<file path="config.mk">
export PLATFORM = sky130hd
export DESIGN_NAME = trap_controller
export DESIGN_NICKNAME = d
export VERILOG_FILES = /design/src/rtl/trap_controller.sv
export SDC_FILE = /design/constraint.sdc
export NUM_CORES = 1
export LEC_CHECK = 0
export ABC_AREA = 0
export BUFFER_PORTS_ARGS = -buffer_cell sky130_fd_sc_hd__buf_2
export CORE_AREA = 2 2 171 173
export DETAILED_ROUTE_END_ITERATION = 7
export DIE_AREA = 0 0 173 175
export MAX_ROUTING_LAYER = met4
export PLACE_DENSITY = 0.5
export SLEW_MARGIN = 10
export SYNTH_ARGS = -nofsm -noshare
export SYNTH_HDL_FRONTEND = slang
export SYNTH_SLANG_ARGS = --single-unit
</file>
<file path="constraint.sdc">
create_clock -name clk -period 4.3 [get_ports clk]
set_clock_uncertainty 0.15 [all_clocks]
set_input_delay 0.86 -clock clk [delete_from_list [all_inputs] [get_ports clk]]
set_output_delay 0.86 -clock clk [all_outputs]
set_load 0.005 [all_outputs]
</file>
<file path="src/rtl/trap_controller.sv">
// trap_controller: machine-mode trap sequencer sitting after the CSR file.
// Picks one event per idle cycle (exception > MRET > interrupt at a boundary),
// spends one cycle driving the CSR trap-write ports, then one cycle driving
// a PC redirect to fetch.
//
// Build option: define TRAP_CONTROLLER_VECTORED_EN to honour MTVEC vectored
// mode (mode 01) for interrupts. Without it every trap goes to the MTVEC base.
//
// state    | meaning
// ---------+-------------------------------------------------------------
// IDLE     | waiting for exception, MRET or interrupt at a boundary
// WRITE    | drive CSR write strobes/data for the latched event
// REDIRECT | pulse redirect_valid with the handler or return address
module trap_controller #(
  parameter int XLEN        = 32,
  parameter int SYNC_STAGES = 2
) (
  input  logic            clk,
  input  logic            rst_n,
  input  logic            timeint_in,
  input  logic            swint_in,
  input  logic            extint_in,
  input  logic [XLEN-1:0] mstatus_in,
  input  logic [XLEN-1:0] mie_in,
  input  logic [XLEN-1:0] mtvec_in,
  input  logic [XLEN-1:0] mepc_in,
  input  logic            exc_valid,
  input  logic [3:0]      exc_cause,
  input  logic [XLEN-1:0] exc_pc,
  input  logic [XLEN-1:0] exc_tval,
  input  logic            mret,
  input  logic            boundary,
  input  logic [XLEN-1:0] next_pc,
  input  logic            debug,
  output logic [XLEN-1:0] mip_out,
  output logic            trap_busy,
  output logic            mstatus_wr_en,
  output logic [XLEN-1:0] mstatus_wr_data,
  output logic            mcause_wr_en,
  output logic [XLEN-1:0] mcause_wr_data,
  output logic            mepc_wr_en,
  output logic [XLEN-1:0] mepc_wr_data,
  output logic            mtval_wr_en,
  output logic [XLEN-1:0] mtval_wr_data,
  output logic            redirect_valid,
  output logic [XLEN-1:0] redirect_pc
);

  localparam int MSTATUS_MIE  = 3;
  localparam int MSTATUS_MPIE = 7;
  localparam int MIP_MSIP     = 3;
  localparam int MIP_MTIP     = 7;
  localparam int MIP_MEIP     = 11;

  typedef enum logic [1:0] {
    IDLE     = 2'd0,
    WRITE    = 2'd1,
    REDIRECT = 2'd2
  } state_t;

  state_t state, state_next;

  logic [SYNC_STAGES-1:0] ext_sync;
  logic [XLEN-1:0]        mip_next;
  logic [XLEN-1:0]        pending;
  logic                   int_req;
  logic [3:0]             int_code;

  logic                   take_exc;
  logic                   take_mret;
  logic                   take_int;

  logic                   lat_mret;
  logic [XLEN-1:0]        lat_cause;
  logic [XLEN-1:0]        lat_epc;
  logic [XLEN-1:0]        lat_tval;

  logic [XLEN-1:0]        trap_status;
  logic [XLEN-1:0]        mret_status;
  logic [XLEN-1:0]        mtvec_base;
  logic [XLEN-1:0]        trap_target;

  // Resynchronise the asynchronous external interrupt line.
  always_ff @(posedge clk) begin
    if (!rst_n) ext_sync <= '0;
    else        ext_sync <= {ext_sync[SYNC_STAGES-2:0], extint_in};
  end

  // Assemble the next MIP image from the three interrupt sources.
  always_comb begin
    mip_next           = '0;
    mip_next[MIP_MEIP] = ext_sync[SYNC_STAGES-1];
    mip_next[MIP_MTIP] = timeint_in;
    mip_next[MIP_MSIP] = swint_in;
  end

  // Register MIP every cycle.
  always_ff @(posedge clk) begin
    if (!rst_n) mip_out <= '0;
    else        mip_out <= mip_next;
  end

  // Enabled, globally unmasked interrupts; debug mode hides them all.
  always_comb begin
    pending = mip_out & mie_in & {XLEN{mstatus_in[MSTATUS_MIE]}};
    if (debug) pending = '0;
  end

  // Interrupt priority: external, then software, then timer.
  always_comb begin
    int_req  = 1'b0;
    int_code = 4'd0;
    if (pending[MIP_MEIP]) begin
      int_req  = 1'b1;
      int_code = 4'd11;
    end else if (pending[MIP_MSIP]) begin
      int_req  = 1'b1;
      int_code = 4'd3;
    end else if (pending[MIP_MTIP]) begin
      int_req  = 1'b1;
      int_code = 4'd7;
    end
  end

  // Event selection in IDLE; everything else is ignored while busy.
  always_comb begin
    take_exc  = 1'b0;
    take_mret = 1'b0;
    take_int  = 1'b0;
    if (state == IDLE) begin
      if (exc_valid)                take_exc  = 1'b1;
      else if (mret)                take_mret = 1'b1;
      else if (boundary && int_req) take_int  = 1'b1;
    end
  end

  // State register.
  always_ff @(posedge clk) begin
    if (!rst_n) state <= IDLE;
    else        state <= state_next;
  end

  // Capture the accepted event; held until the next acceptance.
  always_ff @(posedge clk) begin
    if (!rst_n) begin
      lat_mret  <= 1'b0;
      lat_cause <= '0;
      lat_epc   <= '0;
      lat_tval  <= '0;
    end else if (take_exc) begin
      lat_mret  <= 1'b0;
      lat_cause <= {{(XLEN-4){1'b0}}, exc_cause};
      lat_epc   <= exc_pc;
      lat_tval  <= exc_tval;
    end else if (take_mret) begin
      lat_mret  <= 1'b1;
    end else if (take_int) begin
      lat_mret  <= 1'b0;
      lat_cause <= {1'b1, {(XLEN-5){1'b0}}, int_code};
      lat_epc   <= next_pc;
      lat_tval  <= '0;
    end
  end

  // MSTATUS images for trap entry and for MRET.
  always_comb begin
    trap_status               = mstatus_in;
    trap_status[MSTATUS_MPIE] = mstatus_in[MSTATUS_MIE];
    trap_status[MSTATUS_MIE]  = 1'b0;
    trap_status[12:11]        = 2'b11;
    mret_status               = mstatus_in;
    mret_status[MSTATUS_MIE]  = mstatus_in[MSTATUS_MPIE];
    mret_status[MSTATUS_MPIE] = 1'b1;
    mret_status[12:11]        = 2'b11;
  end

  assign mtvec_base = {mtvec_in[XLEN-1:2], 2'b00};

`ifdef TRAP_CONTROLLER_VECTORED_EN
  // Vectored mode only for interrupts; reserved modes 2/3 act as direct.
  always_comb begin
    trap_target = mtvec_base;
    if (lat_cause[XLEN-1] && (mtvec_in[1:0] == 2'b01))
      trap_target = mtvec_base + XLEN'({lat_cause[3:0], 2'b00});
  end
`else
  // Direct mode only: the MTVEC mode field is a don't-care here.
  logic unused_mtvec_mode;
  assign unused_mtvec_mode = ^mtvec_in[1:0];

  // Every trap goes to the base address.
  always_comb begin
    trap_target = mtvec_base;
  end
`endif

  // Next state and CSR/redirect outputs, all zero outside their cycle.
  always_comb begin
    state_next      = state;
    trap_busy       = 1'b0;
    mstatus_wr_en   = 1'b0;
    mstatus_wr_data = '0;
    mcause_wr_en    = 1'b0;
    mcause_wr_data  = '0;
    mepc_wr_en      = 1'b0;
    mepc_wr_data    = '0;
    mtval_wr_en     = 1'b0;
    mtval_wr_data   = '0;
    redirect_valid  = 1'b0;
    redirect_pc     = '0;
    case (state)
      IDLE: begin
        if (take_exc || take_mret || take_int) state_next = WRITE;
      end
      WRITE: begin
        trap_busy     = 1'b1;
        mstatus_wr_en = 1'b1;
        if (lat_mret) begin
          mstatus_wr_data = mret_status;
        end else begin
          mstatus_wr_data = trap_status;
          mcause_wr_en    = 1'b1;
          mcause_wr_data  = lat_cause;
          mepc_wr_en      = 1'b1;
          mepc_wr_data    = lat_epc;
          mtval_wr_en     = 1'b1;
          mtval_wr_data   = lat_tval;
        end
        state_next = REDIRECT;
      end
      REDIRECT: begin
        trap_busy      = 1'b1;
        redirect_valid = 1'b1;
        redirect_pc    = lat_mret ? mepc_in : trap_target;
        state_next     = IDLE;
      end
      default: state_next = IDLE;
    endcase
  end

endmodule

</file>
==> impl_metrics.ini <==
[synthesis]
ys.flop_type = dfxtp_1
syn_inst = 657
ys_ff_latch = 77
ys_types = 36
yosysTopAreaCellShare_pct = 29.4
syn_area_mm2 = 0.00524
synth_edf_count = 0
async_flop_share_pct = 0
synthTopCellsByArea = dfxtp_1, and2_1, buf_4, mux2i_1, o311ai_0
yosysTopAreaCell = dfxtp_1
ys_warn_count = 0
syn_avg_cell_area_um2 = 7.98
synth-seq-area-share_pct = 29.4

[finish]
drive_above_1_share_pct = 40.7
instances_no_fill = 1346
syn_to_final_growth_pct = 40.8
final_nets = 1195

[floorplan]
ios = 435
die-area_mm2 = 0.0303
die-height_um = 175
die_x_um = 173
core_area_mm2 = 0.0284
start_util_pct = 18.5
num_rows = 62

[clock_tree]
numCtsBuffers = 9
clkTransAtPathRegs_ns = 0.06
root_buffer = clkbuf_16
cts-resized-gates = 0
clock-sinks = 77
cts_buffer_depth = 2
cts_tree = yes
clk-insertion-delay-late_ns = 0.33
h-tree-depth = 3
post_cts_buffers = 0
ctsHoldBuffers = 0

[place]
numPortBuffers = 345
dpl.hpwl_um = 15700
gp_congestion = 0.839
place_inst = 1327

[setup_path]
start_kind = register
critPathArrivalTime_ns = 2.09
end_kind = primary output
slowest_delay_ns = 0.53
path_cells = inv_1, ha_1, nor2b_4, buf_12, and2_1, buf_2
crit_slowest_cell = nor2b_4
required_ns = 3.29
crit_type = reg2out
critPathMaxFanout = 46

[routing]
drc = 0
num_vias = 5681
wl_per_cell_um = 16.4
drtIter0Drc = 313
wirelength_um = 22000
via_per_inst = 4.22
drt-pass1-iter-count = 4
antenna_left = 0

[timing]
fmax_mhz = 323
slew_violations = 0
tightest_slew_ns = 0.779
setup_tns_ns = 0
setup_viol = 0
relSlewSlack_pct = 48.0
holdWs_ns = 0.299
hold_viol = 0
min_period_over_period_pct = 72.0
grt_setup_unrepaired = no
fin_crit_ns = 3.10

[global_route]
grt_pass1_wl_um = 33000
antenna_found_initial = 3
grt-ovfl-total = 0
grt_start_max_net_pins = 79
grt_pass1_vias = 5501
track_usage_pct = 14.4

[power]
power_per_cell_area_mw_per_mm2 = 313
report.power.total_w = 0.00231
peakVddDrop_mv = 0.128
leakage_nw = 3.49

[job]
cap_violations = 0

[worst_hold_path]
hold_class = reg2reg

[run_status]
status = complete, no violations
-- logic make-up (layout without fill, tap and decap cells) --
group | after synthesis | in the layout | share of synthesized area (%)
DFF | 77 | 77 | 29.4
buffers and inverters | 132 | 379 | 14.3
AOI/OAI and AO/OA | 178 | 178 | 24.7
muxes | 32 | 32 | 6.11
adders and majority gates | 4 | 4 | 0.955
other | 1 | 59 | 0.0716
and+or+nand+nor | 233 | 233 | 24.4
-- placed cells by master, fill, tap and decap left out, drive strengths merged --
master    instances
clkbuf           10
and3              3
o21ai            35
o31a             17
inv               3
dfxtp            77
and2            103
o21a              1
mux2i            32
nor2             36
buf             360
a211oi           33
nand4b            1
a21oi            21
nor3              1
a222oi            1
diode             3
nor2b            31
clkinv            4
nor4             15
ha                4
conb             56
o31ai             3
a31oi             1
a21boi           32
a22oi             1
nand3b            1
o21ba             1
o311ai           32
or3               2
or3b              1
nand2            39
clkinvlp          2
-- sequential cells by signal, indices dropped and copies added, names as in the netlist --
signal	flops
lat_mret	1
state	2
ext_sync	2
lat_cause	5
mip_out	3
lat_tval	32
lat_epc	32
-- path summary, 6_finish.rpt --
| check | startpoint | end | slack (ns) | depth (start not counted) |
|---|---|---|---|---|
| worst min register to register | lat_cause[31] | lat_cause[31] | 0.30 | 2 |
| worst max register to register | state[1] | lat_epc[9] | 1.74 | 6 |
| worst max-delay path | state[1] | mcause_wr_data[0] | 1.20 | 6 |
| worst min-delay path | lat_cause[31] | lat_cause[31] | 0.30 | 2 |
-- per-stage QoR --
step                      utilization (%)  cell area, um^2  setup slack [ns]
final                                26.0             7380              1.20
after global routing                 26.0             7380             0.984
after CTS                            26.0             7370              1.12
after detailed placement             25.0             7090              1.10
after global placement               25.0             7090              1.10
after floorplan                         -             5450              1.85
-- worst max-delay path: cells and delay by family (launching register included) --
family | cells | cell delay (ns)
and+or+nand+nor | 2 | 0.70
buffers and inverters | 3 | 0.49
DFF | 1 | 0.33
adders and majority gates | 1 | 0.18
-- synth_stat cells (3+ instances only) --
master	n
o21ai_0	35
nor2b_1	31
o31ai_1	3
mux2i_1	32
a21boi_0	31
nor4_1	15
a211oi_2	7
buf_2	7
o311ai_0	31
and2_1	103
clkbuf_1	56
a211oi_1	26
and3_1	3
nor2_1	36
o31a_1	17
ha_1	4
inv_1	3
nand2_1	39
buf_4	63
a21oi_1	21
dfxtp_1	77
-- cell type report --
type,count,area [um^2]
clock inverter,6,38.8
antenna,3,7.51
clock buffer,10,239
timing repair buffer,360,1890
fill,3205,21000
inverter,3,11.3
multi-input combinational,503,3170
sequential,77,1540
tap,384,480
-- power breakdown --
group          switching [W]  total, W  internal, W  leakage [nW]
logic               0.000423  0.000750     0.000327          2.72
registers          0.0000342  0.000825     0.000791         0.635
clock network       0.000328  0.000733     0.000405         0.134
-- per-layer routing --
metal  track usage, %  part of all wire, %  vias up
met3             3.63                  6.5       12
met4             3.00                  1.0        0
met1             19.1                   47     2641
met5                -                    0        -
met2             22.1                   46      247
li1                 -                    -     2781
Power figures use the tool's default switching activity.
